[src/rtl/mcpu_key_fifo.sv]
// Keyboard event queue: edge-detects keycode presses (and optionally releases) into a small FIFO read by the CPU.
// Latency: event pushed at the edge after the keycode change, visible on key_out one edge later; pop likewise.
// Backpressure: none upstream; a push into a full FIFO without a same-edge pop is dropped and sets sticky overflow.
module mcpu_key_fifo #(
    parameter int DATA_WIDTH = 16,
    parameter int DEPTH_LOG2 = 3,
    parameter int RELEASE_EV = 0
) (
    input  logic                  clk,
    input  logic                  reset,
    input  logic [7:0]            keycode,
    input  logic                  pop,
    input  logic                  clr_ovf,
    output logic [DATA_WIDTH-1:0] key_out,
    output logic [DEPTH_LOG2:0]   count,
    output logic                  empty,
    output logic                  full,
    output logic                  overflow
);

    localparam int DEPTH = 1 << DEPTH_LOG2;
    localparam logic [DEPTH_LOG2:0] COUNT_FULL = {1'b1, {DEPTH_LOG2{1'b0}}};

    logic [7:0]            kc_q;
    logic [DEPTH_LOG2-1:0] wr_ptr_q, wr_ptr_d;
    logic [DEPTH_LOG2-1:0] rd_ptr_q, rd_ptr_d;
    logic [DEPTH_LOG2:0]   count_q, count_d;
    logic                  ovf_q, ovf_d;
    logic [DATA_WIDTH-1:0] key_out_q, key_out_d;
    logic [7:0]            mem_q [DEPTH];

    logic       press, release_ev, push;
    logic [7:0] push_dat;
    logic       empty_w, full_w, do_push, do_pop;

    // Event detection, FIFO bookkeeping and next key_out word.
    always_comb begin
        press      = keycode[7] && (keycode != kc_q);
        release_ev = (RELEASE_EV != 0) && kc_q[7] && !keycode[7];
        push       = press || release_ev;
        push_dat   = press ? keycode : {1'b0, kc_q[6:0]};

        empty_w = (count_q == '0);
        full_w  = (count_q == COUNT_FULL);
        // A pop on the same edge frees the slot, so a push into a full FIFO still lands.
        do_push = push && (!full_w || pop);
        do_pop  = pop && !empty_w;

        wr_ptr_d = wr_ptr_q;
        rd_ptr_d = rd_ptr_q;
        count_d  = count_q;
        if (do_push) wr_ptr_d = wr_ptr_q + 1'b1;
        if (do_pop)  rd_ptr_d = rd_ptr_q + 1'b1;
        if (do_push && !do_pop)      count_d = count_q + 1'b1;
        else if (!do_push && do_pop) count_d = count_q - 1'b1;

        // Setting the sticky flag takes priority over clearing it.
        ovf_d = ovf_q;
        if (push && full_w && !pop) ovf_d = 1'b1;
        else if (clr_ovf)           ovf_d = 1'b0;

        key_out_d = '0;
        key_out_d[DATA_WIDTH-2] = ovf_q;
        if (!empty_w) begin
            key_out_d[DATA_WIDTH-1] = 1'b1;
            key_out_d[7:0]          = mem_q[rd_ptr_q];
        end
    end

    // Control state; reset discards queued entries and the last keycode sample.
    always_ff @(posedge clk or negedge reset) begin
        if (!reset) begin
            kc_q      <= 8'h00;
            wr_ptr_q  <= '0;
            rd_ptr_q  <= '0;
            count_q   <= '0;
            ovf_q     <= 1'b0;
            key_out_q <= '0;
        end else begin
            kc_q      <= keycode;
            wr_ptr_q  <= wr_ptr_d;
            rd_ptr_q  <= rd_ptr_d;
            count_q   <= count_d;
            ovf_q     <= ovf_d;
            key_out_q <= key_out_d;
        end
    end

    // Entry storage; contents are only exposed while count is non-zero, so no reset needed.
    always_ff @(posedge clk) begin
        if (do_push) mem_q[wr_ptr_q] <= push_dat;
    end

    assign key_out  = key_out_q;
    assign count    = count_q;
    assign empty    = (count_q == '0);
    assign full     = (count_q == COUNT_FULL);
    assign overflow = ovf_q;

endmodule

[config.mk]
export PLATFORM = sky130hd
export DESIGN_NAME = mcpu_key_fifo
export DESIGN_NICKNAME = d
export VERILOG_FILES = /design/src/rtl/mcpu_key_fifo.sv
export SDC_FILE = /design/constraint.sdc
export NUM_CORES = 1
export LEC_CHECK = 0
export ABC_AREA = 1
export CELL_PAD_IN_SITES_DETAIL_PLACEMENT = 0
export CELL_PAD_IN_SITES_GLOBAL_PLACEMENT = 1
export CORE_UTILIZATION = 45
export CTS_CLUSTER_SIZE = 28
export DETAILED_ROUTE_END_ITERATION = 10
export PLACE_DENSITY = 0.74
export SYNTH_ARGS = -nofsm -noshare
export SYNTH_HDL_FRONTEND = slang
export SYNTH_SLANG_ARGS = --single-unit
export TNS_END_PERCENT = 30
[constraint.sdc]
create_clock -name clk -period 3.05 [get_ports clk]
set_input_delay 0.4575 -clock clk [delete_from_list [all_inputs] [get_ports clk]]
set_output_delay 0.4575 -clock clk [all_outputs]
set_load 0.05 [all_outputs]
# Yosys cells after proc, flatten, opt, wreduce, memory -nomap -nowiden
# Memory sizes are Yosys's and may differ from the RTL's.
# Cells that the tools add are included.
word_totals:
  n_memories: 1
  register_bits: 29
  mem_bits_rw: 64
classes:
  n_eq_ne: 2
  addsub: 4
  muxes: 9
  reduce_logical: 16
memory_table:
  columns: ["name", "words", "width", "rd", "rd_clocked_by_memory_dff", "write_ports", "line_no", "rtl"]
  rows:
  - ["mem_q", 8, 8, 1, 0, 1, "30", "logic [7:0] mem_q [DEPTH];"]
ops:
  columns: ["cell", "n"]
  rows:
  - ["$mux W8", 2]
  - ["$mux W4", 2]
  - ["$ne A8 B8 Y1", 1]
  - ["$logic_and A1 B1 Y1", 7]
  - ["$add A3 B1 Y3 const B", 2]
  - ["$logic_not A1 Y1", 5]
  - ["$mux W1", 5]
  - ["$add A4 B1 Y4 const B", 1]
  - ["$eq A4 B4 Y1 const B", 1]
  - ["$logic_not A4 Y1", 1]
  - ["$reduce_bool A2 Y1", 2]
  - ["$sub A4 B1 Y4 const B", 1]
  - ["$logic_or A1 B1 Y1", 1]

# Longest topological paths before layout
# Gate-level depths: netlist of the first run.
depth:
  depth_word: 8
  depth_mapped: 18

# Worst setup path after synthesis of the first run
# Ideal clock, no wire load.
synth_path:
  kind: "register to register"
  from: "register count_q[0] (netlist: count[0])"
  to: "register count_q[3] (netlist: count[3])"
  stages_incl_launch_ff: 15
  path_slack_ns: -0.504
  arrival_ns: 3.433
  path_cell_list: "dfrtp_1 nor2_1 inv_1 nor3_1 nor2_1 inv_1 ha_1 inv_1 ha_1 a21oi_1 nand2_1 a21oi_1 o21ai_0 nand2_1 nand2_1"
synth_via:
  word_cells_on_any_way: 16
  cone_classes: "add/sub: 2; eq/ne: 1; mux: 2; reduce/logical: 11"
synth_rtl:
  columns: ["item", "line_no", "rtl"]
  rows:
  - ["start: declaration", "27", "logic [DEPTH_LOG2:0] count_q, count_d;"]
  - ["start signal: assignment", "83", "count_q <= count_d;"]
  - ["$logic_not A4 Y1 (*)", null, null]
  - ["via empty", "16", "output logic empty,"]
  - ["$logic_not A1 Y1 (*)", null, null]
  - ["$logic_and A1 B1 Y1 (*)", "47", "do_pop = pop && !empty_w;"]
  - ["$logic_not A1 Y1", "54", "if (do_push && !do_pop) count_d = count_q + 1'b1;"]
  - ["$logic_and A1 B1 Y1", "54", null]
  - ["$mux W4 / $reduce_bool A2 Y1 (equally long branches)", null, null]
# The timed path passes the listed nets; every way through them passes the cells marked *. The select of a mux whose other input is x is not followed.
# A chain may end at the register's enable or synchronous reset.

# Final worst setup path of the first run
layout_path:
  from: "input port keycode[1]"
  to: "register count_q[3] (netlist: count[3])"
layout_via:
  elab_chain_len: 6
  word_cells_on_any_way: 8
  cone_classes: "eq/ne: 1; mux: 1; reduce/logical: 6"
layout_rtl:
  columns: ["item", "line_no", "rtl"]
  rows:
  - ["start: declaration", "11", "input logic [7:0] keycode,"]
  - ["$ne A8 B8 Y1 (*)", "38", "press = keycode[7] && (keycode != kc_q);"]
  - ["$logic_and A1 B1 Y1 (*)", "38", null]
  - ["$logic_and A1 B1 Y1 (*)", "46", "do_push = push && (!full_w || pop);"]
  - ["via do_push", "34", "logic empty_w, full_w, do_push, do_pop;"]
  - ["$logic_not A1 Y1", "55", "else if (!do_push && do_pop) count_d = count_q - 1'b1;"]
  - ["$logic_and A1 B1 Y1", "55", null]
  - ["$reduce_bool A2 Y1 (no line)", null, null]
# The timed path passes the listed nets; every way through them passes the cells marked *.

==> results of run 1 <==
## per-layer routing
metal,global-route usage [%],routed length (um),up-vias,share of wire (%)
met5,0,0,-,0
met4,8.33,138,0,1.9
met3,3.35,272,10,3.7
met2,29.7,3560,51,48
met1,24.4,3460,1191,47
li1,-,-,1275,-
## power breakdown
group          switching (mW)  leakage [nW]  total [mW]  internal (mW)
clock                   0.419         0.107       0.881          0.462
sequential              0.191         0.924        1.80           1.61
combinational            1.07         0.777        1.63          0.558
total                    1.68          1.81        4.32           2.63
## worst max-delay path, cell delays in order
cell and delay [ns]:
clkdlybuf4s50_1 0.52, xnor2_1 0.13, nand2_1 0.07, nor2_1 0.11, nand2_2 0.10, nand3_1 0.10
inv_1 0.05, ha_1 0.18, inv_1 0.14, ha_1 0.29, a21oi_1 0.16, nand2_1 0.09
a21oi_1 0.16, o21ai_0 0.10, nand2_1 0.06, nand2_1 0.05
## layout make-up
cell class	instances	area share [%]
clock inverter	6	1.88
multi-input combinational	228	23.8
timing repair buffer	46	9.06
clock buffer	10	2.78
tap	105	2.86
inverter	22	1.80
sequential	93	57.8
## sequential cells by signal, indices dropped and copies added (netlist names)
register	count
mem_q	64
key_out	10
kc_q	8
count	4
rd_ptr_q	3
wr_ptr_q	3
overflow	1
## path summary, 6_finish.rpt
path                                 startpoint               endpoint  slack, ns  depth (start not counted)
max                                  keycode[1]   count[3]$_DFFE_PN0P_       0.50                         16
min                        overflow$_DFFE_PN0P_  key_out[14]$_DFF_PN0_       0.41                          0
max reg2reg                count[1]$_DFFE_PN0P_   count[3]$_DFFE_PN0P_       0.51                         15
min reg2reg                overflow$_DFFE_PN0P_  key_out[14]$_DFF_PN0_       0.41                          0
max in group asynchronous                 reset   count[3]$_DFFE_PN0P_       2.25                          2
min in group asynchronous                 reset   key_out[5]$_DFF_PN0_       0.49                          2
## stage by stage
step	instance area (um2)	power (mW)	instances	hold slack (ns)
2_1_floorplan	3950	2.95	363	0.162
3_3_place_gp	4370	3.46	494	0.391
3_5_place_dp	4370	3.47	494	0.405
4_1_cts	4590	4.36	510	0.421
5_1_grt	4590	4.61	510	0.433
6_report	4590	4.32	510	0.415
## synthesized netlist by cell type
master	n
buf_4	6
buf_2	6
buf_6	2
nand2_2	1
clkbuf_1	5
nand2_1	50
fa_1	1
xnor2_1	6
nor3_2	1
nor3_1	1
inv_1	22
xor2_1	3
edfxtp_1	64
conb_1	1
nor2_1	77
a21oi_1	2
nand3_1	8
o21ai_1	2
dfrtp_1	29
mux2_2	1
nand4_1	3
buf_1	1
o21ai_0	60
ha_1	5
o211ai_1	1
## kinds of logic after synthesis
logic type,share of synthesized area [%]
and+or+nand+nor,14.2
other,0.0959
xor gates and xnor gates,2.02
buffers and inverters,5.18
DFF,67.7
AOI/OAI and AO/OA,8.38
adders and majority gates,2.11
muxes,0.288
==> results by group, run 1 <==
Status
  • Result of the run: finished clean

Synthesis
  • Share of Yosys cell area claimed by the top area cell type: 49.1%
  • Netlist Area Pre-Place: 0.00391 mm2
  • Syn. warnings: 0
  • Synth top area cells: edfxtp_1 49%, dfrtp_1 19%, o21ai_0 7.7%
  • Sequential area share after synthesis: 67.7%
  • Number of register bits inferred by synthesis: 93
  • Library cells used by synthesis: 25
  • Synthesized netlist cell count: 358
  • Biggest area consumer among synthesized cells: edfxtp_1
  • Per-instance average area after synthesis: 10.9 um2

Routing
  • DR pass1 iterations: 4
  • Sum of routed wire length over all layers: 7.43 mm
  • Residual DRC: 0
  • Number of DRC markers after the initial detailed-route iteration: 100
  • Vias: 2527
  • Routed wire per std cell: 14.6 um
  • Vias per cell: 4.95
  • Antenna violation net count after detailed routing: 0

Floorplan
  • Width of the die: 95.2 um
  • Placeable core region: 0.00830 mm2
  • I/O pin count: 35
  • Vertical die dimension: 95.2 um
  • # rows: 33
  • Initial core utilization: 47.1%
  • Die Footprint: 0.00907 mm2

Critical path
  • Crit. End Element: flop
  • Highest net fanout along the worst path: 6
  • Data arrival at the endpoint of the critical path: 2.79 ns
  • Worst Setup Start Kind: primary input
  • Worst Path Required: 3.29 ns
  • Type of the worst setup path: in2reg

Timing
  • Setup repair after global routing missed its margin: no
  • Clock tree skew after final layout: 0.0123 ns
  • Worst slew slack as a fraction of its limit: 32.1%
  • Hold Vio Cnt, Final: 0
  • Max-slew violation count: 0
  • Post-route setup slack: 0.499 ns
  • Shortest period the worst path allows: 2.55 ns
  • Share of the clock period used by the worst path after layout: 83.6%
  • Total setup violations reported at the end of the flow: 0
  • Total Neg Setup Slack: 0 ns
  • Worst Max-Slew Pin Slew: 1.01 ns
  • Fmax achieved: 0.392 GHz

Clocking
  • Count of H-tree levels built during CTS: 3
  • Clock buffer depth: 2
  • Worst skew pair latency: 0.35 ns
  • Number of clock buffers inserted by TritonCTS: 9
  • Root buf cell: clkbuf_8
  • Count of hold-fix buffers inserted at cts: 0
  • Clock tree from TritonCTS: built
  • Post_cts resized: 0
  • Total setup buffers inserted after CTS: 0
  • Clock Sink Count: 93
  • Clk slew on worst S/H paths: 0.09 ns

Placed design
  • HPWL reported at the end of detailed placement: 5.01 mm
  • Final estimated routing congestion in global placement: 0.757
  • Quantity of I/O buffers inserted on ports: 28
  • Worst setup slack before clock tree synthesis: 0.136 ns

Finish
  • Multi-input combinational cell area: 0.00109 mm2
  • Core utilization of the finished layout: 55.3%
  • Area used by sequential logic in the layout: 0.00265 mm2
  • Area delta synth->final: 17.2%
  • Most frequent cells in the layout: 77 x nor2_1, 64 x edfxtp_1, 60 x o21ai_0
  • Commonest non-fill, non-tap cell in the layout: nor2_1
  • Fill count: 709
  • Diode count: 0
  • Fraction of layout instances using a drive strength above 1: 9.88%
  • Final Net Count: 418

Power and ir drop
  • Lkg Pwr: 1.81 nW
  • Power per standard cell area: 941 mW/mm2
  • Worst supply voltage drop on vdd: 308 uV

Job
  • Max-Cap Viols: 0

GRT
  • Total overflow reported by the global router: 0
  • Wire length of the first global-routing pass: 12.0 mm
  • Combined global-route utilization of all metal layers: 18.5%
  • Number of antenna violations at the first check in global routing: 0
  • Pin count of the biggest net entering global routing: 35
  • Vias in the first global route: 2364

Worst hold path
  • Worst hold-check path type: reg2reg
(Power assumes the default switching activity.)
==> run 2, diff against run 1 <==
CORE_UTILIZATION = 41   (was 45)
PLACE_DENSITY = 0.71   (was 0.74)
clock period = 2.1 ns   (was 3.05 ns; I/O delays follow)
==> run 2 against run 1 <==
  * The flow now finishes with violations (negative setup slack)
  * Setup slack worse by 0.51 ns
  * Non-clock buffer count grew 18
  * Wire length up 2.2%
  * Clock-buffer cell count unchanged
  * Sequential share of layout area decreased by 2.7 points
  * Clock power is 36% higher
  * Critical path type unchanged
  * Largest power group is now combinational cells
==> results by group, run 2 (synthesis gave the netlist of run 1 again) <==
GRT
  • Total overflow reported by the global router: 0
  • Wire length of the first global-routing pass: 12.4 mm
  • Vias in the first global route: 2410
  • Number of antenna violations at the first check in global routing: 0
  • Pin count of the biggest net entering global routing: 35
  • Combined global-route utilization of all metal layers: 16.8%

Floorplan
  • # rows: 35
  • Width of the die: 99.7 um
  • Initial core utilization: 42.3%
  • I/O pin count: 35
  • Placeable core region: 0.00924 mm2
  • Die Footprint: 0.00993 mm2
  • Vertical die dimension: 99.7 um

Finish
  • Core utilization of the finished layout: 52.1%
  • Fraction of layout instances using a drive strength above 1: 17.5%
  • Finished layout cell area: 0.00481 mm2
  • Area used by sequential logic in the layout: 0.00265 mm2
  • Diode count: 0
  • Largest register by flop count: mem_q
  • Multi-input combinational cell area: 0.00115 mm2
  • Final Net Count: 436
  • Fill count: 823
  • Commonest non-fill, non-tap cell in the layout: nor2_1
  • Flip-flop count of the largest register, all copies and words added: 64
  • Area delta synth->final: 23.0%
  • Non-Filler Instances: 552
  • Most frequent cells in the layout: 75 x nor2_1, 64 x edfxtp_1, 59 x o21ai_0

Timing
  • Fmax achieved: 0.474 GHz
  • Hold Vio Cnt, Final: 0
  • Clock tree skew after final layout: 0.00890 ns
  • Share of the clock period used by the worst path after layout: 100%
  • Worst Max-Slew Pin Slew: 0.497 ns
  • Setup repair after global routing missed its margin: yes
  • Shortest period the worst path allows: 2.11 ns
  • Max-slew violation count: 0
  • Total setup violations reported at the end of the flow: 1
  • Worst slew slack as a fraction of its limit: 66.7%
  • Total Neg Setup Slack: -0.00762 ns
  • Post-route setup slack: -0.00762 ns

Clocking
  • Count of hold-fix buffers inserted at cts: 0
  • Clock buffer depth: 2
  • Count of H-tree levels built during CTS: 3
  • Worst skew pair latency: 0.35 ns
  • Clock Sink Count: 93
  • Root buf cell: clkbuf_8
  • Clk slew on worst S/H paths: 0.09 ns
  • Number of clock buffers inserted by TritonCTS: 9
  • Clock tree from TritonCTS: built

Critical path
  • Worst Path Required: 2.35 ns
  • Worst Setup Start Kind: primary input
  • Type of the worst setup path: in2reg
  • Reg2Reg Setup Slack: 0.03 ns
  • R2r startpoint: kc_q[1]$_DFF_PN0_
  • Crit. End Element: flop
  • Highest net fanout along the worst path: 4
  • Data arrival at the endpoint of the critical path: 2.35 ns
  • Capture point of the critical path: count[3]$_DFFE_PN0P_
  • R2r worst-path depth: 15
  • Launch point of the worst path: keycode[1]
  • Worst reg2reg path endpoint: count[3]$_DFFE_PN0P_

Placed design
  • Standard cell area after detailed placement: 0.00457 mm2
  • Quantity of I/O buffers inserted on ports: 28
  • Worst setup slack before clock tree synthesis: -0.386 ns
  • Final estimated routing congestion in global placement: 0.714
  • HPWL reported at the end of detailed placement: 4.82 mm
  • Placed Cells: 534

Routing
  • Sum of routed wire length over all layers: 7.59 mm
  • DR pass1 iterations: 4
  • Routed wire per std cell: 13.8 um
  • Antenna violation net count after detailed routing: 0
  • Number of DRC markers after the initial detailed-route iteration: 92
  • Vias: 2561
  • Vias per cell: 4.64
  • Residual DRC: 0

Worst hold path
  • Number of cells on the worst hold path: 1
  • Worst hold-check path type: in2reg

Power and ir drop
  • Worst supply voltage drop on vdd: 426 uV
  • Lkg Pwr: 1.93 nW
  • Power per standard cell area: 1330 mW/mm2

Status
  • Violations in the final reports: negative setup slack
  • Result of the run: finished with violations

Job
  • Max-Cap Viols: 0
run 2: worst max-delay path: stages:
cell and delay (ns):
clkdlybuf4s50_1 0.49, xnor2_1 0.13, nand2_1 0.07, nor2_1 0.13, nand2_2 0.10, nand3_4 0.11, inv_4 0.04, ha_4 0.16
inv_6 0.07, ha_4 0.21, a21oi_2 0.13, nand2_2 0.08, a21oi_2 0.15, o21ai_1 0.08, nand2_1 0.06, nand2_1 0.04
run 2: worst min-delay path by stage:
stage | from | to | slack (ns)
after global placement | overflow$_DFFE_PN0P_ | key_out[14]$_DFF_PN0_ | 0.39
after CTS | keycode[7] | kc_q[7]$_DFF_PN0_ | 0.24
after floorplan | reset | count[0]$_DFFE_PN0P_ | 0.02
final | keycode[3] | kc_q[3]$_DFF_PN0_ | 0.13
after detailed placement | overflow$_DFFE_PN0P_ | key_out[14]$_DFF_PN0_ | 0.39
after global routing | keycode[2] | kc_q[2]$_DFF_PN0_ | 0.13
run 2: what timing repair did:
item | 4_1_cts | 5_1_grt
buffers inserted | 1 | 1
gates resized for setup | 3 | 6
gates cloned | 0 | 0
endpoints found under the setup margin | 1 | 3
pin swaps | 3 | 2
run 2: power by group:
group | internal, mW | switching [mW] | total (mW)
Sequential | 2.34 | 0.203 | 2.54
Clock | 0.564 | 0.640 | 1.20
Combinational | 0.927 | 1.71 | 2.63
run 2: layout make-up:
cell class	instances	share of cell area, %
Clock buffer	10	2.65
Clock inverter	6	1.48
Inverter	22	1.87
Multi-Input combinational cell	228	24.0
Sequential cell	93	55.2
Tap cell	129	3.36
Timing Repair Buffer	64	11.5
run 2: stage by stage:
step                hold slack (ns)  power (mW)
finish                        0.128        6.38
global route                  0.134        6.81
CTS                           0.236        6.45
detailed placement            0.393        5.24
global placement              0.386        5.18
floorplan                    0.0194        4.37
run 2: routing by layer:
metal	track usage, %	vias up	wire (um)
li1	-	1314	-
met1	23.5	1197	3710
met2	26.1	42	3570
met3	2.60	8	202
met4	7.13	0	115
met5	0	-	0
==> run 3, diff against run 2 <==
SKIP_LAST_GASP = 1   (was default)
SLEW_MARGIN = 20   (was default)
==> run 3 against run 2 <==
  * Wire length shrank 0.20%
  * Clock skew is essentially flat
  * Combinational power is essentially flat
  * Die area is the same
  * Sequential power is essentially flat
  * Via count shrank 0.20%
  * Register-to-register slack is essentially flat
  * Setup slack is essentially flat
  * Critical endpoint unchanged
  * The flow still finishes with violations (negative setup slack)
  * Largest power group unchanged
  * Cell count is the same
==> results by group, run 3 (synthesis gave the netlist of run 1 again) <==
Critical path
  • Standard cell with the maximum stage delay on the critical path: clkdlybuf4s50_1
  • Crit path buf inv count: 3
  • Data arrival at the endpoint of the critical path: 2.35 ns
  • Crit. End Element: flop
  • Worst Setup Start Kind: primary input
  • Worst path max stage delay: 0.49 ns
  • Chain of cells forming the critical path: clkdlybuf4s50_1, xnor2_1, nand2_1, nor2_1, nand2_2, nand3_4, inv_4, ha_4, inv_6, ha_4, a21oi_2, nand2_2, a21oi_2, o21ai_1, nand2_1, nand2_1
  • Highest net fanout along the worst path: 4
  • Worst Path Required: 2.35 ns
  • CP top delay family: buffers and inverters
  • Cell type with the highest occurrence count on the critical path: nand2_1
  • Type of the worst setup path: in2reg

Finish
  • Final Net Count: 436
  • Largest register by flop count: mem_q
  • Fill count: 822
  • Commonest non-fill, non-tap cell in the layout: nor2_1
  • Diode count: 0
  • Area delta synth->final: 22.8%
  • Most frequent cells in the layout: 75 x nor2_1, 64 x edfxtp_1, 59 x o21ai_0
  • Fraction of layout instances using a drive strength above 1: 17.3%
  • Finished layout cell area: 0.00480 mm2
  • Flip-flop count of the largest register, all copies and words added: 64
  • Core utilization of the finished layout: 52.0%

Floorplan
  • Width of the die: 99.7 um
  • Placeable core region: 0.00924 mm2
  • Initial core utilization: 42.3%
  • I/O pin count: 35
  • Vertical die dimension: 99.7 um
  • # rows: 35
  • Die Footprint: 0.00993 mm2

Clocking
  • Root buf cell: clkbuf_8
  • Clock buffer depth: 2
  • Number of clock buffers inserted by TritonCTS: 9
  • Worst skew pair latency: 0.35 ns
  • Clock tree from TritonCTS: built
  • Count of H-tree levels built during CTS: 3
  • Clock Sink Count: 93
  • Clk slew on worst S/H paths: 0.09 ns

Timing
  • Clock tree skew after final layout: 0.00890 ns
  • Setup repair after global routing missed its margin: yes
  • Worst slew slack as a fraction of its limit: 66.7%
  • Shortest period the worst path allows: 2.11 ns
  • Hold Vio Cnt, Final: 0
  • Total Neg Setup Slack: -0.00783 ns
  • Total setup violations reported at the end of the flow: 1
  • Worst Max-Slew Pin Slew: 0.497 ns
  • Post-route setup slack: -0.00783 ns
  • Fmax achieved: 0.474 GHz
  • Worst hold-check slack: 0.128 ns
  • Max-slew violation count: 0
  • Share of the clock period used by the worst path after layout: 100%

Worst hold path
  • Worst hold-check path type: in2reg

GRT
  • Global route hottest layer: met2
  • Vias in the first global route: 2410
  • Pin count of the biggest net entering global routing: 35
  • GR Layer Usage met2: 26.1%
  • Total overflow reported by the global router: 0
  • Wire length of the first global-routing pass: 12.4 mm
  • Met1 Resource Use GR: 23.5%
  • Routing usage on met3: 2.60%
  • Combined global-route utilization of all metal layers: 16.8%
  • Number of antenna violations at the first check in global routing: 0

Routing
  • Residual DRC: 0
  • Routed wire per std cell: 13.7 um
  • Vias: 2556
  • Antenna violation net count after detailed routing: 0
  • DR pass1 iterations: 4
  • Sum of routed wire length over all layers: 7.58 mm
  • Vias per cell: 4.63
  • Number of DRC markers after the initial detailed-route iteration: 89

Status
  • Violations in the final reports: negative setup slack
  • Result of the run: finished with violations

Placed design
  • Final estimated routing congestion in global placement: 0.714
  • Quantity of I/O buffers inserted on ports: 28
  • Standard cell area after detailed placement: 0.00457 mm2
  • HPWL reported at the end of detailed placement: 4.82 mm

Job
  • Max-Cap Viols: 0

Power and ir drop
  • Power consumption: 6.38 mW
  • Lkg Pwr: 1.91 nW
  • Worst supply voltage drop on vdd: 426 uV
  • Power per standard cell area: 1330 mW/mm2
-- run 3: cell types whose count changed in the layout (fill, tap and decap cells not counted), sizes merged --
cell | before | now
dlymetal6s2s | 4 | 2
clkdlybuf4s50 | 21 | 23
-- run 3: through the flow --
step,instances,setup slack [ns]
after floorplan,363,-0.637
after global placement,534,-0.320
after detailed placement,534,-0.386
after CTS,551,0.00566
after global routing,552,-0.135
final,552,-0.00783
-- run 3: repair_timing --
item,in CTS,in global routing
hold buffers,0,0
pin swaps,3,2
setup buffers,1,1
endpoints found under the setup margin,1,3
gates resized for setup,3,3
-- run 3: cell type report --
class / count / area [um2] / area share (%)
flip-flops and latches: 93 / 2650 / 55.2
repair buffers: 64 / 549 / 11.4
clock inverters: 6 / 71.3 / 1.48
clock buffers: 10 / 128 / 2.66
multi-input cells: 228 / 1150 / 24.0
inverters: 22 / 90.1 / 1.87
well taps: 129 / 161 / 3.36
-- run 3: per-layer routing --
layer | vias up | wire length (um)
li1 | 1315 | -
met3 | 8 | 216
met2 | 44 | 3560
met4 | 0 | 115
met1 | 1189 | 3680
met5 | - | 0
-- run 3: final timing paths --
path                                 startpoint                     to  slack [ns]  cells after the start
max                                  keycode[1]   count[3]$_DFFE_PN0P_      -0.008                     16
min                                  keycode[3]      kc_q[3]$_DFF_PN0_        0.13                      1
max reg2reg                   kc_q[1]$_DFF_PN0_   count[3]$_DFFE_PN0P_        0.03                     15
min reg2reg                overflow$_DFFE_PN0P_  key_out[14]$_DFF_PN0_        0.41                      0
max in group asynchronous                 reset   count[0]$_DFFE_PN0P_        1.45                      2
min in group asynchronous                 reset  key_out[15]$_DFF_PN0_        0.35                      2
-- run 3: report_power, final --
| part | switching (mW) | internal [mW] | total, mW |
|---|---|---|---|
| Combinational | 1.71 | 0.927 | 2.63 |
| Sequential | 0.203 | 2.34 | 2.54 |
| Clock | 0.640 | 0.564 | 1.20 |
| Total | 2.55 | 3.83 | 6.38 |
-- run 3: worst reg2reg max path: cells and delay by family (launching register included) --
| kind | cells | cell delay, ns |
|---|---|---|
| flops | 1 | 0.40 |
| compound gates | 3 | 0.36 |
| xor+xnor | 1 | 0.16 |
| fa+ha+maj | 2 | 0.37 |
| simple gates | 7 | 0.59 |
| buf+inv | 2 | 0.11 |
